<file path="config.mk">
export PLATFORM = sky130hd
export DESIGN_NAME = div_ctrl
export DESIGN_NICKNAME = d
export VERILOG_FILES = /design/src/rtl/div_ctrl_pkg.sv /design/src/rtl/div_core.sv /design/src/rtl/div_ctrl.sv
export SDC_FILE = /design/constraint.sdc
export NUM_CORES = 1
export LEC_CHECK = 0
export BUFFER_PORTS_ARGS = -buffer_cell sky130_fd_sc_hd__buf_2
export CORE_ASPECT_RATIO = 0.75
export CORE_MARGIN = 5
export CORE_UTILIZATION = 65
export CTS_CLUSTER_SIZE = 28
export DETAILED_ROUTE_END_ITERATION = 7
export GPL_TIMING_DRIVEN = 0
export PLACE_DENSITY = 0.87
export SLEW_MARGIN = 20
export SYNTH_ARGS = -nofsm -noshare
export SYNTH_HDL_FRONTEND = slang
export SYNTH_HIERARCHICAL = 1
export SYNTH_SLANG_ARGS = --single-unit
</file>
<file path="constraint.sdc">
create_clock -name clk -period 9.84 [get_ports clk]
set_input_delay 2.46 -clock clk [delete_from_list [all_inputs] [get_ports clk]]
set_output_delay 2.46 -clock clk [all_outputs]
set_load 0.03 [all_outputs]
</file>
<file path="src/rtl/div_ctrl_pkg.sv">
// Shared definitions for the iterative divider: state codes and the
// quotient pattern returned on a divide by zero.
package div_ctrl_pkg;

  typedef logic [2:0] div_state_t;

  localparam div_state_t DIV_IDLE = 3'd0;
  localparam div_state_t DIV_PREP = 3'd1;
  localparam div_state_t DIV_CALC = 3'd2;
  localparam div_state_t DIV_FIX  = 3'd3;
  localparam div_state_t DIV_DONE = 3'd4;

  // Widest operand the all-ones constant covers; users slice it down to WIDTH.
  localparam int DIV_MAX_W = 64;

  // Quotient reported when the divisor is zero.
  localparam logic [DIV_MAX_W-1:0] DIV_ZERO_Q = '1;

endpackage

</file>
<file path="src/rtl/div_core.sv">
// Unsigned radix-2 restoring divide datapath. One quotient bit per step:
// the partial remainder absorbs the next dividend bit from the top of the
// quotient shift register, and the divisor is subtracted when it fits.
module div_core #(
  parameter int WIDTH = 32
) (
  input  logic             clk,
  input  logic             rst,
  input  logic             load,
  input  logic             step,
  input  logic [WIDTH-1:0] dividend,
  input  logic [WIDTH-1:0] divisor,
  output logic [WIDTH-1:0] quotient,
  output logic [WIDTH-1:0] remainder
);

  logic [WIDTH-1:0] rem_q;
  logic [WIDTH-1:0] quo_q;
  logic [WIDTH-1:0] dvs_q;
  logic [WIDTH:0]   trial;
  logic [WIDTH:0]   diff;
  logic             fits;

  // Trial subtraction; the borrow out of the extra top bit says the divisor did not fit.
  always_comb begin
    trial = {rem_q, quo_q[WIDTH-1]};
    diff  = trial - {1'b0, dvs_q};
    fits  = ~diff[WIDTH];
  end

  // Load clears the remainder and parks the dividend in the quotient register; step shifts one bit.
  always_ff @(posedge clk or posedge rst) begin
    if (rst) begin
      rem_q <= '0;
      quo_q <= '0;
      dvs_q <= '0;
    end else if (load) begin
      rem_q <= '0;
      quo_q <= dividend;
      dvs_q <= divisor;
    end else if (step) begin
      rem_q <= fits ? diff[WIDTH-1:0] : trial[WIDTH-1:0];
      quo_q <= {quo_q[WIDTH-2:0], fits};
    end
  end

  assign quotient  = quo_q;
  assign remainder = rem_q;

endmodule

</file>
<file path="src/rtl/div_ctrl.sv">
// Iterative DIV/DIVU sequencer for the EXE stage. Owns the FSM, the
// iteration counter, the sign fix-up and the accept/flush handshake; the
// shift/subtract loop lives in div_core. Quotient goes to LO, remainder to HI.
module div_ctrl
  import div_ctrl_pkg::*;
#(
  parameter int WIDTH = 32,
  parameter int CNT_W = 6
) (
  input  logic             clk,
  input  logic             rst,
  input  logic             start,
  input  logic             div_sign,
  input  logic [WIDTH-1:0] dividend,
  input  logic [WIDTH-1:0] divisor,
  input  logic             flush,
  input  logic             ack,
  output logic             busy,
  output logic             done,
  output logic [WIDTH-1:0] lo_out,
  output logic [WIDTH-1:0] hi_out,
  output logic             lo_we,
  output logic             hi_we,
  output logic             div_zero
);

  localparam logic [CNT_W-1:0] LAST_STEP = CNT_W'(WIDTH - 1);

  div_state_t       state;
  logic [CNT_W-1:0] counter;
  logic [WIDTH-1:0] a_reg;
  logic [WIDTH-1:0] b_reg;
  logic             sign_reg;
  logic             q_neg;
  logic             r_neg;

  logic             a_neg;
  logic             b_neg;
  logic [WIDTH-1:0] abs_a;
  logic [WIDTH-1:0] abs_b;
  logic [WIDTH-1:0] core_quo;
  logic [WIDTH-1:0] core_rem;
  logic             accept_new;

  // Magnitudes of the latched operands; only a signed divide looks at the top bit.
  always_comb begin
    a_neg = sign_reg & a_reg[WIDTH-1];
    b_neg = sign_reg & b_reg[WIDTH-1];
    abs_a = a_neg ? -a_reg : a_reg;
    abs_b = b_neg ? -b_reg : b_reg;
  end

  // A new divide is taken from IDLE, or from DONE when the old result is accepted the same cycle.
  assign accept_new = start & ~flush & ((state == DIV_IDLE) | ((state == DIV_DONE) & ack));

  div_core #(
    .WIDTH(WIDTH)
  ) u_core (
    .clk      (clk),
    .rst      (rst),
    .load     (state == DIV_PREP),
    .step     (state == DIV_CALC),
    .dividend (abs_a),
    .divisor  (abs_b),
    .quotient (core_quo),
    .remainder(core_rem)
  );

  // Sequencer: flush wins everywhere; results are written only when entering DONE.
  always_ff @(posedge clk or posedge rst) begin
    if (rst) begin
      state    <= DIV_IDLE;
      counter  <= '0;
      a_reg    <= '0;
      b_reg    <= '0;
      sign_reg <= 1'b0;
      q_neg    <= 1'b0;
      r_neg    <= 1'b0;
      lo_out   <= '0;
      hi_out   <= '0;
      div_zero <= 1'b0;
    end else if (flush) begin
      state    <= DIV_IDLE;
      div_zero <= 1'b0;
    end else begin
      case (state)
        DIV_IDLE: begin
          if (accept_new) begin
            state    <= DIV_PREP;
            a_reg    <= dividend;
            b_reg    <= divisor;
            sign_reg <= div_sign;
          end
        end
        DIV_PREP: begin
          q_neg <= a_neg ^ b_neg;
          r_neg <= a_neg;
          if (b_reg == '0) begin
            state    <= DIV_DONE;
            lo_out   <= DIV_ZERO_Q[WIDTH-1:0];
            hi_out   <= a_reg;
            div_zero <= 1'b1;
          end else begin
            state   <= DIV_CALC;
            counter <= '0;
          end
        end
        DIV_CALC: begin
          counter <= counter + CNT_W'(1);
          if (counter == LAST_STEP) begin
            state <= DIV_FIX;
          end
        end
        DIV_FIX: begin
          state    <= DIV_DONE;
          lo_out   <= q_neg ? -core_quo : core_quo;
          hi_out   <= r_neg ? -core_rem : core_rem;
          div_zero <= 1'b0;
        end
        DIV_DONE: begin
          if (ack) begin
            div_zero <= 1'b0;
            if (accept_new) begin
              state    <= DIV_PREP;
              a_reg    <= dividend;
              b_reg    <= divisor;
              sign_reg <= div_sign;
            end else begin
              state <= DIV_IDLE;
            end
          end
        end
        default: begin
          state <= DIV_IDLE;
        end
      endcase
    end
  end

  assign busy  = (state == DIV_PREP) | (state == DIV_CALC) | (state == DIV_FIX);
  assign done  = (state == DIV_DONE);
  assign lo_we = done & ack & ~flush;
  assign hi_we = done & ack & ~flush;

endmodule

</file>
# After elaboration in Yosys (flattened, before gate mapping)

Cells that the tools add are included.
W data, S select, Z words.

Add/subtract/negate cells: 6
Eq/ne operators: 12
Mux-type cells: 35
Bitwise logic cells: 12
Reductions and logical operators: 12

Operators with widths:

| cell                  | count |
|---|---|
| $mux W32              | 15 |
| $pmux W32 S2          | 4 |
| $neg A32 Y32          | 4 |
| $sub A33 B32 Y33      | 1 |
| $logic_not A32 Y1     | 1 |
| $mux W3               | 5 |
| $pmux W3 S5           | 1 |
| $reduce_and A3 Y1     | 5 |
| $ne A3 B3 Y1 const B  | 4 |
| $pmux W6 S2           | 1 |
| $add A6 B1 Y6 const B | 1 |
| $and A1 B1 Y1         | 6 |
| $eq A3 B2 Y1 const B  | 2 |
| $eq A6 B5 Y1 const B  | 1 |
| $mux W1               | 6 |
| $mux W6               | 1 |
| $ne A2 B2 Y1 const B  | 3 |
| $reduce_bool A2 Y1    | 3 |
| $reduce_bool A4 Y1    | 1 |
| $eq A3 B1 Y1 const B  | 1 |
| $eq A3 B3 Y1 const B  | 1 |
| $logic_not A3 Y1      | 1 |
| $or A1 B1 Y1          | 3 |
| $pmux W1 S3           | 1 |
| other kinds (4)       | 5 |

Register bits: 237

# Longest topological paths before layout

Word-level depth: 8
Mapped depth: 14
Depth with buffers taken out: 13

# Hierarchy

The synthesis kept the hierarchy.

Modules (own cells, without submodules):

| module   | instances | cells an instance | area each (µm²) |
|---|---|---|---|
| div_ctrl | 1         | 877               | 8649.5 |
| div_core | 1         | 658               | 5989.5 |

# Worst setup path before layout

No wires, ideal clock.

Path type: input-to-output
From: input flush
To: output lo_we
Data arrival time: 3691 ps
Data required time: 7380 ps
Setup slack: 3689 ps
Cell stages on the path: 3
Buffers on the path: 2
Path through: clkbuf_1 -> nor3_1 -> buf_4

Longest elaborated chain between the ends: 2

RTL lines:

| item                        | line           | source |
|---|---|---|
| from (decl)                 | div_ctrl.sv:16 | `input logic flush,` |
| $not A1 Y1 (no source line) | -              |  |
| $and A1 B1 Y1               | -              |  |
| to (decl)                   | div_ctrl.sv:22 | `output logic lo_we,` |

No other way between the ends.

# Worst setup path after layout

From: input flush
To: output lo_we

Longest elaborated chain between the ends: 2

RTL lines:

| item                        | line            | source |
|---|---|---|
| $not A1 Y1 (no source line) | -               |  |
| $and A1 B1 Y1               | div_ctrl.sv:142 | `assign lo_we = done & ack & ~flush;` |

No other way between the ends.

==> flow_summary.json <==
{
  "status": "finished clean",
  "yosysWarnings": 6,
  "setup_viol": 0,
  "finalWorstSetupSlack_ps": 3920,
  "r2r_slack_ps": 5970,
  "post-place-ws_ps": 3940,
  "nets": 1810,
  "vdd_ir_drop_max_mv": 0.269,
  "fin_crit_sh": 0.602,
  "synth_flop_cell": "dfrtp_1",
  "num_antenna_cells": 0,
  "worst_pin_slew_ps": 1040,
  "cp_max_fo": 10,
  "cts_sinks": 237,
  "synth-compound-area-share": 0.181,
  "synth-edff-count": 0,
  "timing.rr.end": "u_core/remainder[3]",
  "maxCapViolCount": 0,
  "first_global_vias": 12704,
  "syn_inst": 1535,
  "placed_area_um2": 15800,
  "die_x_um": 183,
  "final_cells": 2014,
  "finalPower_mw": 5.63,
  "synth_top_family_by_area": "compound AO/OA/AOI/OAI gates",
  "ys_seq_elements": 237,
  "track_usage": 0.329,
  "synth_xor_area_frac": 0.0826,
  "syn-num-nets": 1643,
  "grt_pass1_wl_mm": 68.6,
  "critPathArrivalTime_ps": 3460,
  "fin_setup_tns_ps": 0,
  "num_rows": 47,
  "die_h_um": 140,
  "wl_mm": 42.5,
  "final_layout_size_suffix_gt1_frac": 0.188,
  "final_util": 0.751,
  "stdcell_area_um2": 16600,
  "coreArea_um2": 22100,
  "viasPerCell": 6.43,
  "clockBufferDepth": 3,
  "finalHoldViolCount": 0,
  "hold_slack_ps": 511,
  "synth.cell_area_um2": 14600,
  "drtIter0Drc": 1398,
  "antenna_left": 0,
  "gp_congestion": 0.943,
  "powerDensity_nw_per_um2": 339,
  "path_class": "in2out",
  "drc": 0,
  "clk_pin_slew_worst_paths_ps": 60,
  "worstSetupStartpointType": "primary input",
  "final_cell_mix": "237 x dfrtp_1, 143 x buf_2, 128 x nand2_1, 119 x o21ai_0, 90 x xor2_1",
  "avgSynthCellArea_um2": 9.54,
  "start_util": 0.662,
  "dp.cells": 1969,
  "grt_overflow": 0,
  "r2r_cells": 13,
  "final.setup_skew_ps": 17.1,
  "synth.distinct_cells": 79,
  "end_kind": "output port",
  "syn_to_final_growth_pct": 13.4,
  "period_needed_ps": 5920,
  "postCtsResizedCells": 0,
  "vias": 12958,
  "fmax_ghz": 0.169,
  "num-fill-cells": 1628,
  "maxSlewViolCount": 0,
  "p_leak_nw": 7.21,
  "synth_mux_area_frac": 0.112,
  "wl_per_cell_um": 21.1,
  "postCtsSetupRepairBufs": 0,
  "pin_count": 139,
  "clk_latency_ps": 540,
  "firstDrtPassIters": 6,
  "synth_simple_gate_area_frac": 0.141,
  "htreeDepth": 1,
  "hold_path_end": "hi_out[8]",
  "antenna_found_initial": 1,
  "cts-root-buf": "clkbuf_16",
  "r2r-start": "u_core/quotient[31]",
  "grt_setup_unrepaired": "false",
  "die_area_um2": 25700,
  "grt_max_degree": 102,
  "cts_hold_buf": 0,
  "yosysSeqAreaShare": 0.405,
  "slew_headroom": 0.307,
  "cts_inserted_buffers": 25,
  "hold_path_depth": 1,
  "cp_data_required_time_ps": 7380,
  "cts_tree": "done",
  "synth_fa_ha_area_frac": 0.0330,
  "min_from": "hi_out[8]",
  "final_common_cell": "dfrtp_1",
  "synthArstFlopShare": 1.00,
  "hpwl_mm": 31.9,
  "port-buffer-count": 138,
  "hp-class": "reg2reg"
}
worst max path at each step:
| stage | start | to | slack (ps) | depth (start not counted) |
|---|---|---|---|---|
| floorplan | rst | a_reg[0] | 3600 | 1 |
| global placement | rst | a_reg[10] | 2120 | 2 |
| detailed placement | flush | lo_we | 3940 | 5 |
| CTS | flush | lo_we | 3940 | 5 |
| global route | flush | lo_we | 3840 | 5 |
| finish | flush | lo_we | 3920 | 5 |
synth_stat cells (4+ instances only):
cell type,count,area share
o41ai_1,16,0.0096
a31oi_1,31,0.013
or4_1,24,0.012
nor2b_1,5,0.0021
o21ai_1,4,0.0014
inv_1,73,0.019
nand3_1,34,0.012
nand4b_1,4,0.0024
and2_1,5,0.0021
nand2_1,128,0.033
nand4_1,11,0.0047
o21ai_0,119,0.041
and3_1,11,0.0047
a21oi_1,70,0.024
o31ai_1,36,0.018
nor4_1,12,0.0051
o41ai_2,4,0.0044
or3_1,13,0.0056
or2_2,7,0.0030
buf_1,6,0.0015
a21boi_0,6,0.0031
clkbuf_1,71,0.018
a211oi_1,29,0.015
mux2i_1,61,0.042
xor2_1,90,0.054
nor2_1,83,0.021
a2bb2oi_1,17,0.010
nor3_1,39,0.013
a21o_1,12,0.0062
buf_4,5,0.0026
xnor2_1,45,0.027
o211ai_1,13,0.0067
dfrtp_1,237,0.41
mux2_2,89,0.068
nand2b_1,12,0.0051
ha_1,37,0.032
buf_2,5,0.0017
o21bai_1,6,0.0031
area by class of cell:
type | instances | area, µm² | area share
inverters | 73 | 287 | 0.0173
repair buffers | 140 | 746 | 0.0449
clock buffers | 33 | 716 | 0.0431
clock inverters | 12 | 126 | 0.00761
flip-flops and latches | 237 | 5930 | 0.357
multi-input cells | 1135 | 8050 | 0.485
plain buffers | 90 | 385 | 0.0232
well taps | 294 | 368 | 0.0222
report_power, final:
group | switching (mW) | internal (mW) | leakage [nW]
Combinational | 1.71 | 1.21 | 3.86
Sequential | 0.432 | 1.30 | 2.93
Clock | 0.412 | 0.566 | 0.420
logic make-up after synthesis:
group,count (synthesis)
AO/OA/AOI/OAI,399
adder cells (fa/ha/maj),38
multiplexers,152
flip-flops,237
AND/OR/NAND/NOR,410
XOR/XNOR,136
buffers and inverters,163
layer usage:
layer,global-route usage,vias up,routed length [µm]
met5,0,-,12
met4,0.0913,2,1260
met3,0.0998,88,4740
li1,-,5932,-
met2,0.474,630,17900
met1,0.485,6306,18600
worst max-delay path, stage by stage:
cell and delay (ps):
buf_2 120, clkbuf_1 250, nor3_1 300, buf_4 150, buf_2 180
Note: power is estimated with default switching activity, not from simulation.
